## config.mk

```make
export PLATFORM = sky130hd
export DESIGN_NAME = flash_page_packer
export DESIGN_NICKNAME = d
export VERILOG_FILES = /design/src/rtl/flash_page_packer_pkg.sv /design/src/rtl/flash_page_packer_byte_packer_32.sv /design/src/rtl/flash_page_packer.sv
export SDC_FILE = /design/constraint.sdc
export NUM_CORES = 1
export LEC_CHECK = 0
export BUFFER_PORTS_ARGS = -buffer_cell sky130_fd_sc_hd__buf_2
export CORE_UTILIZATION = 59
export CTS_CLUSTER_SIZE = 24
export DETAILED_ROUTE_END_ITERATION = 8
export GPL_TIMING_DRIVEN = 0
export PLACE_DENSITY_LB_ADDON = 0.08
export SLEW_MARGIN = 0
export SYNTH_ARGS = -nofsm -noshare
export SYNTH_HDL_FRONTEND = slang
export SYNTH_SLANG_ARGS = --single-unit
```

## constraint.sdc

```tcl
create_clock -name clk_25M -period 4.7 [get_ports clk_25M]
set_clock_uncertainty 0.05 [all_clocks]
set_input_delay 0.47 -clock clk_25M [delete_from_list [all_inputs] [get_ports clk_25M]]
set_output_delay 0.47 -clock clk_25M [all_outputs]
set_load 0.1 [all_outputs]
```

## src/rtl/flash_page_packer_pkg.sv

```systemverilog
// flash_page_packer_pkg
//   Shared definitions for the flash page packer: FSM state encoding and
//   helpers that derive the page/FIFO constants from the top-level parameters.
//   No ports.
package flash_page_packer_pkg;

    typedef enum logic [2:0] {
        ST_IDLE       = 3'd0,
        ST_WAIT_SPACE = 3'd1,
        ST_REQ        = 3'd2,
        ST_STREAM     = 3'd3,
        ST_NEXT       = 3'd4
    } state_t;

    // 32-bit words produced by one page.
    function automatic int words_per_page(input int page_bytes);
        return page_bytes / 4;
    endfunction

    // Highest FIFO word count at which a whole page (plus margin) still fits.
    function automatic int free_thresh(input int fifo_depth, input int words, input int margin);
        return fifo_depth - words - margin;
    endfunction

endpackage

```

## src/rtl/flash_page_packer_byte_packer_32.sv

```systemverilog
// byte_packer_32
//   Packs a byte stream into 32-bit big-endian words. The first byte of a word
//   lands in [31:24], the fourth in [7:0]. The completed word and its write
//   strobe are registered, so they appear the cycle after the 4th byte.
// Ports:
//   clk_25M  in   clock
//   I_rst_n  in   asynchronous active-low reset
//   push     in   accept din into the shift register
//   din      in   byte to pack
//   clr      in   discard the partial word (lane counter and shift register)
//   block    in   downstream full: a completed word is dropped instead of written
//   word     out  last written word
//   wr_en    out  one-cycle strobe per written word
//   drop     out  combinational: a word completed this cycle but was blocked
module byte_packer_32 (
    input  logic        clk_25M,
    input  logic        I_rst_n,
    input  logic        push,
    input  logic [7:0]  din,
    input  logic        clr,
    input  logic        block,
    output logic [31:0] word,
    output logic        wr_en,
    output logic        drop
);

    logic [23:0] shift;
    logic [1:0]  lane;
    logic        word_done;

    assign word_done = push && (lane == 2'd3);
    assign drop      = word_done && block;

    always_ff @(posedge clk_25M or negedge I_rst_n) begin
        if (!I_rst_n) begin
            shift <= '0;
            lane  <= '0;
            word  <= '0;
            wr_en <= 1'b0;
        end else begin
            wr_en <= word_done && !block;
            if (word_done && !block) begin
                word <= {shift, din};
            end
            // A word completing in the same cycle as clr is still written;
            // clr only throws away what is left in the shift register.
            if (clr) begin
                shift <= '0;
                lane  <= '0;
            end else if (push) begin
                shift <= {shift[15:0], din};
                lane  <= lane + 2'd1;
            end
        end
    end

endmodule

```

## src/rtl/flash_page_packer.sv

```systemverilog
// flash_page_packer
//   Requests fixed-size page reads from the flash reader whenever the TX FIFO
//   has room for a whole page, packs the returned bytes into 32-bit big-endian
//   words and writes them into the FIFO. Walks page addresses from START_ADDR
//   to LAST_ADDR and wraps.
// Ports:
//   clk_25M        in   write-side clock
//   I_rst_n        in   asynchronous active-low reset
//   fifo_rdy       in   FIFO usable; low aborts to IDLE
//   run            in   streaming enable (sampled between pages)
//   page_req       out  page read request, held until page_ack
//   page_addr      out  start byte address of the requested page
//   page_ack       in   one-cycle accept from the flash reader
//   byte_valid     in   qualifies byte_data
//   byte_data      in   flash read byte
//   page_done      in   end-of-page pulse
//   fifo_wr_en     out  FIFO write strobe
//   fifo_din       out  packed word
//   fifo_full      in   FIFO full flag
//   wr_data_count  in   FIFO write-side word count
//   wrap_pulse     out  one-cycle pulse when the address pass completes
//   len_err        out  sticky: page length mismatch
//   ovf_err        out  sticky: word dropped on fifo_full
module flash_page_packer
    import flash_page_packer_pkg::*;
#(
    parameter int                PAGE_BYTES  = 256,
    parameter int                ADDR_W      = 24,
    parameter logic [ADDR_W-1:0] START_ADDR  = '0,
    parameter logic [ADDR_W-1:0] LAST_ADDR   = ADDR_W'(24'hFFFF00),
    parameter int                FIFO_DEPTH  = 512,
    parameter int                FREE_MARGIN = 8
) (
    input  logic              clk_25M,
    input  logic              I_rst_n,
    input  logic              fifo_rdy,
    input  logic              run,
    output logic              page_req,
    output logic [ADDR_W-1:0] page_addr,
    input  logic              page_ack,
    input  logic              byte_valid,
    input  logic [7:0]        byte_data,
    input  logic              page_done,
    output logic              fifo_wr_en,
    output logic [31:0]       fifo_din,
    input  logic              fifo_full,
    input  logic [8:0]        wr_data_count,
    output logic              wrap_pulse,
    output logic              len_err,
    output logic              ovf_err
);

    localparam int WORDS_PER_PAGE = words_per_page(PAGE_BYTES);
    localparam int FREE_THRESH    = free_thresh(FIFO_DEPTH, WORDS_PER_PAGE, FREE_MARGIN);
    localparam int CNT_W          = $clog2(PAGE_BYTES + 1);

    state_t            state, state_nxt;
    logic [ADDR_W-1:0] cur_addr;
    logic [CNT_W-1:0]  byte_cnt;
    logic [CNT_W-1:0]  cnt_final;
    logic              space_ok;
    logic              at_last;

    // Decoded per-cycle actions from the output process
    logic              req_hold;
    logic              ack_take;
    logic              take_byte;
    logic              extra_byte;
    logic              done_evt;
    logic              advance;
    logic              pk_clr;
    logic              pk_drop;

    assign space_ok  = (32'(wr_data_count) <= 32'(FREE_THRESH)) && !fifo_full;
    assign at_last   = (cur_addr == LAST_ADDR);
    assign cnt_final = byte_cnt + CNT_W'(take_byte);
    assign page_addr = cur_addr;

    // State register
    always_ff @(posedge clk_25M or negedge I_rst_n) begin
        if (!I_rst_n) begin
            state <= ST_IDLE;
        end else begin
            state <= state_nxt;
        end
    end

    // Next-state logic; fifo_rdy low overrides everything
    always_comb begin
        state_nxt = state;
        if (!fifo_rdy) begin
            state_nxt = ST_IDLE;
        end else begin
            case (state)
                ST_IDLE: begin
                    if (run) state_nxt = ST_WAIT_SPACE;
                end
                ST_WAIT_SPACE: begin
                    if (!run)          state_nxt = ST_IDLE;
                    else if (space_ok) state_nxt = ST_REQ;
                end
                ST_REQ: begin
                    if (page_ack) state_nxt = ST_STREAM;
                end
                ST_STREAM: begin
                    if (page_done) state_nxt = ST_NEXT;
                end
                ST_NEXT: begin
                    state_nxt = ST_WAIT_SPACE;
                end
                default: state_nxt = ST_IDLE;
            endcase
        end
    end

    // Output / action decode
    always_comb begin
        req_hold   = 1'b0;
        ack_take   = 1'b0;
        take_byte  = 1'b0;
        extra_byte = 1'b0;
        done_evt   = 1'b0;
        advance    = 1'b0;
        if (fifo_rdy) begin
            case (state)
                ST_REQ: begin
                    req_hold = !page_ack;
                    ack_take = page_ack;
                end
                ST_STREAM: begin
                    take_byte  = byte_valid && (byte_cnt < CNT_W'(PAGE_BYTES));
                    extra_byte = byte_valid && (byte_cnt >= CNT_W'(PAGE_BYTES));
                    done_evt   = page_done;
                end
                ST_NEXT: begin
                    advance = 1'b1;
                end
                default: ;
            endcase
        end
    end

    assign wrap_pulse = (state == ST_NEXT) && at_last;

    // The packer is cleared at the start and end of every page and on abort,
    // so a short page never leaks bytes into the next one.
    assign pk_clr = !fifo_rdy || ack_take || done_evt;

    always_ff @(posedge clk_25M or negedge I_rst_n) begin
        if (!I_rst_n) begin
            cur_addr <= START_ADDR;
            byte_cnt <= '0;
            page_req <= 1'b0;
            len_err  <= 1'b0;
            ovf_err  <= 1'b0;
        end else if (!fifo_rdy) begin
            cur_addr <= START_ADDR;
            byte_cnt <= '0;
            page_req <= 1'b0;
        end else begin
            page_req <= req_hold;
            if (ack_take) begin
                byte_cnt <= '0;
            end else if (take_byte) begin
                byte_cnt <= byte_cnt + CNT_W'(1);
            end
            if (extra_byte || (done_evt && (cnt_final != CNT_W'(PAGE_BYTES)))) begin
                len_err <= 1'b1;
            end
            if (pk_drop) begin
                ovf_err <= 1'b1;
            end
            if (advance) begin
                cur_addr <= at_last ? START_ADDR : cur_addr + ADDR_W'(PAGE_BYTES);
            end
        end
    end

    byte_packer_32 u_packer (
        .clk_25M (clk_25M),
        .I_rst_n (I_rst_n),
        .push    (take_byte),
        .din     (byte_data),
        .clr     (pk_clr),
        .block   (fifo_full),
        .word    (fifo_din),
        .wr_en   (fifo_wr_en),
        .drop    (pk_drop)
    );

endmodule

```

# Word level (Yosys, flattened, before mapping)

Cells that the tools add are included.
Widths: inputs -> output; s select.

Flip-flop bits (word level): 98
Bits of input ports: 25

$lt $le $gt $ge: 3
$add $sub $neg: 4
Reductions and logical operators: 19
Muxes and demuxes: 29
Eq/ne operators: 13

Operators with widths:

| cell                  | number |
|---|---|
| $mux 24               | 5 |
| $mux 9                | 3 |
| $add 24x9->24 const B | 1 |
| $eq 24x24->1 const B  | 1 |
| $mux 3                | 6 |
| $pmux 3 s5            | 1 |
| $mux 1                | 12 |
| $add 9x1->9           | 1 |
| $add 9x1->9 const B   | 1 |
| $ge 9x9->1 const B    | 1 |
| $le 9x9->1 const B    | 1 |
| $lt 9x9->1 const B    | 1 |
| $ne 3x3->1 const B    | 3 |
| $ne 9x9->1 const B    | 1 |
| $logic_and 1x1->1     | 8 |
| $eq 3x2->1 const B    | 2 |
| $mux 2                | 2 |
| $ne 4x4->1 const B    | 1 |
| $reduce_and 2->1      | 2 |
| $reduce_and 4->1      | 1 |
| $eq 3x1->1 const B    | 1 |
| $eq 3x3->1 const B    | 1 |
| $logic_not 1->1       | 3 |
| $logic_not 3->1       | 1 |
| other kinds (6)       | 8 |

# Longest topological paths before layout

Word-level depth: 9
Depth in mapped cells: 14
Depth with buffers taken out: 11

# Hierarchy

From an unflattened synthesis, not the netlist that was laid out.

Cells, all modules: 346
Area total of the unflattened synthesis: 4241.6 um2

By module, submodules not included:

| module            | area each (um2) | instances | cells each | seq. area each (um2) |
|---|---|---|---|---|
| byte_packer_32    | 2412.3          | 1         | 156        | 1476.4 |
| flash_page_packer | 1829.3          | 1         | 190        | 775.7 |

# Worst setup path before layout

No wires, ideal clock.

Path type: register to output
From: register cur_addr[16] (netlist: page_addr[16])
To: output wrap_pulse
Buffers on the path: 1
Setup slack: 1.058 ns
Cell stages (with the launch flop): 6
Arrival time: 3.122 ns
Required time: 4.180 ns
Cells stage by stage: dfrtp_1 > and4_1 > and3_1 > nand3_1 > clkbuf_1 > nor2_1

Word-level cells in the longest chain between the ends: 2

RTL lines:

| item                   | RTL line                 | text |
|---|---|---|
| start, declared        | flash_page_packer.sv:58  | `logic [ADDR_W-1:0] cur_addr;` |
| start signal, assigned | flash_page_packer.sv:174 | `cur_addr <= at_last ? START_ADDR : cur_addr + ADDR_W'(PAGE_BYTES);` |
| $eq 24x24->1           | flash_page_packer.sv:75  | `assign at_last = (cur_addr == LAST_ADDR);` |
| $logic_and 1x1->1      | flash_page_packer.sv:143 | `assign wrap_pulse = (state == ST_NEXT) && at_last;` |
| end, declared          | flash_page_packer.sv:48  | `output logic wrap_pulse,` |

No other way between the ends.

# Worst setup path in the final report

From: register state[2]
To: register len_err

Word-level cells in the longest chain between the ends: 8
Elaborated cells between the ends (all ways): 12
Classes of those cells: add/sub: 1; eq/ne: 2; mux: 6; reduce/logical: 3

RTL lines:

| item                                  | RTL line                 | text |
|---|---|---|
| start, declared                       | flash_page_packer.sv:57  | `state_t state, state_nxt;` |
| start signal, assigned                | flash_page_packer.sv:84  | `state <= state_nxt;` |
| $eq 3x2->1 (*)                        | flash_page_packer.sv:125 | `case (state)` |
| $mux 1                                | flash_page_packer.sv:125 |  |
| $mux 1                                | flash_page_packer.sv:124 | `if (fifo_rdy) begin` |
| $add 9x1->9                           | flash_page_packer.sv:76  | `assign cnt_final = byte_cnt + CNT_W'(take_byte);` |
| $ne 9x9->1                            | flash_page_packer.sv:167 | `if (extra_byte \|\| (done_evt && (cnt_final != CNT_W'(PAGE_BYTES)))) begin` |
| $logic_and 1x1->1                     | flash_page_packer.sv:167 |  |
| $logic_or 1x1->1 (*)                  | flash_page_packer.sv:167 |  |
| $reduce_and 2->1 (no source line) (*) | --                       |  |
| end signal, assigned                  | flash_page_packer.sv:154 | `len_err <= 1'b0;` |
| end signal, assigned                  | flash_page_packer.sv:168 | `len_err <= 1'b1;` |
| end, declared                         | flash_page_packer.sv:49  | `output logic len_err,` |

Every way passes the cells marked *; elsewhere a longest branch is shown, timed or not.
A chain may end at the register's enable or synchronous reset.

==> flow_summary.ini <==
[clock_tree]
cts_hold_buf = 0
htreeDepth = 3
cts_tree = yes
root_buffer = clkbuf_8
clkSinkCount = 90
clkTransAtPathRegs_ns = 0.09
cts_made_buffers = 9
post_cts_buffers = 0
ctsResizeCount = 0
insertion_delay_ns = 0.35
cts_buffer_depth = 2

[placed_design]
dpl_cell_area_sq_mm = 0.00472
gp_congestion = 0.852
dp.cells = 581
io_buffer_count = 77
post-dp-hpwl_mm = 6.04

[detailed_routing]
routed_wl_mm = 8.57
drcViolationCount = 0
vias = 3235
ant_nets = 0
via_per_inst = 5.42
drt_iter0_markers = 144
first_pass_iters = 4
wire_per_inst_microns = 14.4

[synth]
synthAdderAreaFrac_pct = 1.50
yosys-top-cells-count = 90 x dfrtp_1, 75 x nand2_1, 37 x a21oi_1
synthMuxAreaShare_pct = 9.42
yosysTopAreaCell = dfrtp_1
synth.avg_cell_area_sq_um = 10.4
synth.most_common_cell = dfrtp_1
synth_top_family_by_area = simple AND/OR/NAND/NOR gates
synth_seq_cells = 90
synth-simple-area-share_pct = 17.7
synth_compound_area_share_pct = 9.27
yosys_warnings = 0
yosys.cell_types.count = 51
ys.flop_type = dfrtp_1
synth.top_cell.area_share_pct = 54.2
synth_edf_count = 0
synthTopCellsByArea = dfrtp_1 54%, mux2_1 7.9%, nand2_1 6.8%, a21oi_1 4.5%, nor2_1 2.4%
ys_seq_area_share_pct = 54.2
async_flop_share_pct = 100
synthCells = 400
netlist_area_sq_mm = 0.00416
synth_xor_area_share_pct = 2.74

[sta]
setup_viol_count_final = 0
hold_viol = 0
worst_slew_pin_slew_ns = 1.27
slew_headroom_pct = 14.6
final.period_utilization_pct = 74.8
post-route-min-period_ns = 3.51
rsz0062_at_grt = no
max_freq_mhz = 285
drv_slew = 0
fin_tns_setup_ns = 0

[finish]
diodes = 0
drive_above_1_share_pct = 23.6
design_area_sq_mm = 0.00490
nets = 526
fillers = 515
syn_to_final_growth_pct = 17.7
instances_no_fill = 597

[job]
maxCapViolations = 0

[die]
pin_count = 86
start_util_pct = 61.2
die_w_microns = 86.0
core_sq_mm = 0.00679
dieHeight_microns = 86.0
rows = 30
dieArea_sq_mm = 0.00739

[power]
seqPwrFrac_pct = 53.8
irDropWorstVdd_mv = 0.281
p_int_mw = 1.03
p_sw_share_pct = 30.3
p_comb_share_pct = 13.3
power_density_mw_per_mm2 = 302
p_sw_mw = 0.448
clockPowerShare_pct = 32.9
leakage_nw = 2.51

[critical_path]
endpoint_kind = flip-flop
rr_startpoint = state[2]$_DFFE_PN0P_
cp_max_fo = 10
cp.arrival_ns = 3.70
start_kind = flip-flop
cp-startpoint = state[2]$_DFFE_PN0P_
reg2regPathDepth = 13
r2r-end = len_err$_DFFE_PN0P_
path_class = flip-flop to flip-flop
rrSetupSlack_ns = 1.19
crit_required_ns = 4.88

[grt]
grt_pass1_vias = 3058
grt_pass1_wl_mm = 14.4
grt_overflow = 0
grt_max_degree = 61
grt_antenna_before_repair = 0
grt.total_usage_pct = 25.0

[run_status]
status = completed

[worst_hold_path]
min-delay-path-class = input port to async pin
[worst max-delay path, stage by stage (launching register included)]
cell	delay (ns)
dfrtp_1	0.44
nand2b_1	0.21
or3_1	0.35
or2_1	0.23
buf_6	0.15
inv_4	0.11
buf_2	0.25
ha_1	0.20
ha_1	0.23
and3_1	0.20
nand4_1	0.10
a2111oi_0	0.44
nand4_1	0.14
a221o_1	0.31
[final cells by class]
type,count,area [sq um],share of cell area (%)
buffer,28,184,3.76
clock buffer,10,128,2.61
clock inverter,6,47.5,0.971
inverter,7,28.8,0.588
multi-input combinational,282,1720,35.1
sequential,90,2250,46.0
tap,96,120,2.45
timing repair buffer,78,415,8.48
[power groups by stage]
stage | logic, mW | registers, mW | clock network [mW]
floorplan | 0.0967 | 0.857 | 0
global placement | 0.193 | 0.812 | 0
detailed placement | 0.198 | 0.811 | 0
CTS | 0.198 | 0.797 | 0.494
global route | 0.213 | 0.799 | 0.519
finish | 0.197 | 0.797 | 0.486
[cells by family (layout without fill, tap and decap cells)]
logic type | after synthesis | in the layout
fa+ha+maj | 5 | 5
compound gates | 65 | 65
xor+xnor | 13 | 13
simple gates | 156 | 156
mux | 35 | 35
flops | 90 | 90
other cells | 1 | 8
buf+inv | 35 | 129
[per-stage QoR]
stage	util (%)	total power, mW	hold slack (ns)	setup WS, ns
floorplan	-	0.954	0.124	1.06
global placement	69.0	1.00	0.412	1.17
CTS	72.1	1.49	0.00657	1.22
global route	72.1	1.53	0.0294	1.05
finish	72.1	1.48	0.00474	1.19
detailed placement	69.5	1.01	0.387	1.12
[flip-flops by register name, indices dropped and copies added, names as in the netlist]
register / count
u_packer.word: 32
u_packer.shift: 24
page_addr: 16
byte_cnt: 9
state: 3
u_packer.lane: 2
len_err: 1
ovf_err: 1
page_req: 1
u_packer.wr_en: 1
[how the worst max path moves through the flow]
stage                          end  slack [ns]  cells past startpoint
2_1_floorplan           wrap_pulse        1.06                      5
3_3_place_gp   len_err$_DFFE_PN0P_        1.17                     14
3_5_place_dp   len_err$_DFFE_PN0P_        1.12                     14
4_1_cts        len_err$_DFFE_PN0P_        1.22                     13
5_1_grt        len_err$_DFFE_PN0P_        1.05                     13
6_report       len_err$_DFFE_PN0P_        1.19                     13
[cells in the final DEF (no fill, tap or decap), types with 5 or more instances in the layout]
cell type,Yosys,routed
inv_1,6,6
clkbuf_1,12,13
nand4_1,7,7
buf_2,3,79
and3_1,7,7
a21oi_1,37,37
nor3_1,5,5
ha_1,5,5
o21ai_0,6,6
clkbuf_8,0,9
nand2_1,75,75
nor2_1,27,27
nand3_1,12,12
dfrtp_1,90,90
buf_4,9,10
xor2_1,9,9
conb_1,1,8
mux2_1,29,29
[routing by layer]
layer | vias up | track usage, % | part of all wire, %
li1 | 1560 | - | -
met1 | 1581 | 35.1 | 47
met2 | 83 | 38.2 | 47
met3 | 11 | 4.91 | 4.7
met4 | 0 | 10.8 | 1.6
met5 | - | 0 | 0
Note: power is estimated with default switching activity, not from simulation.
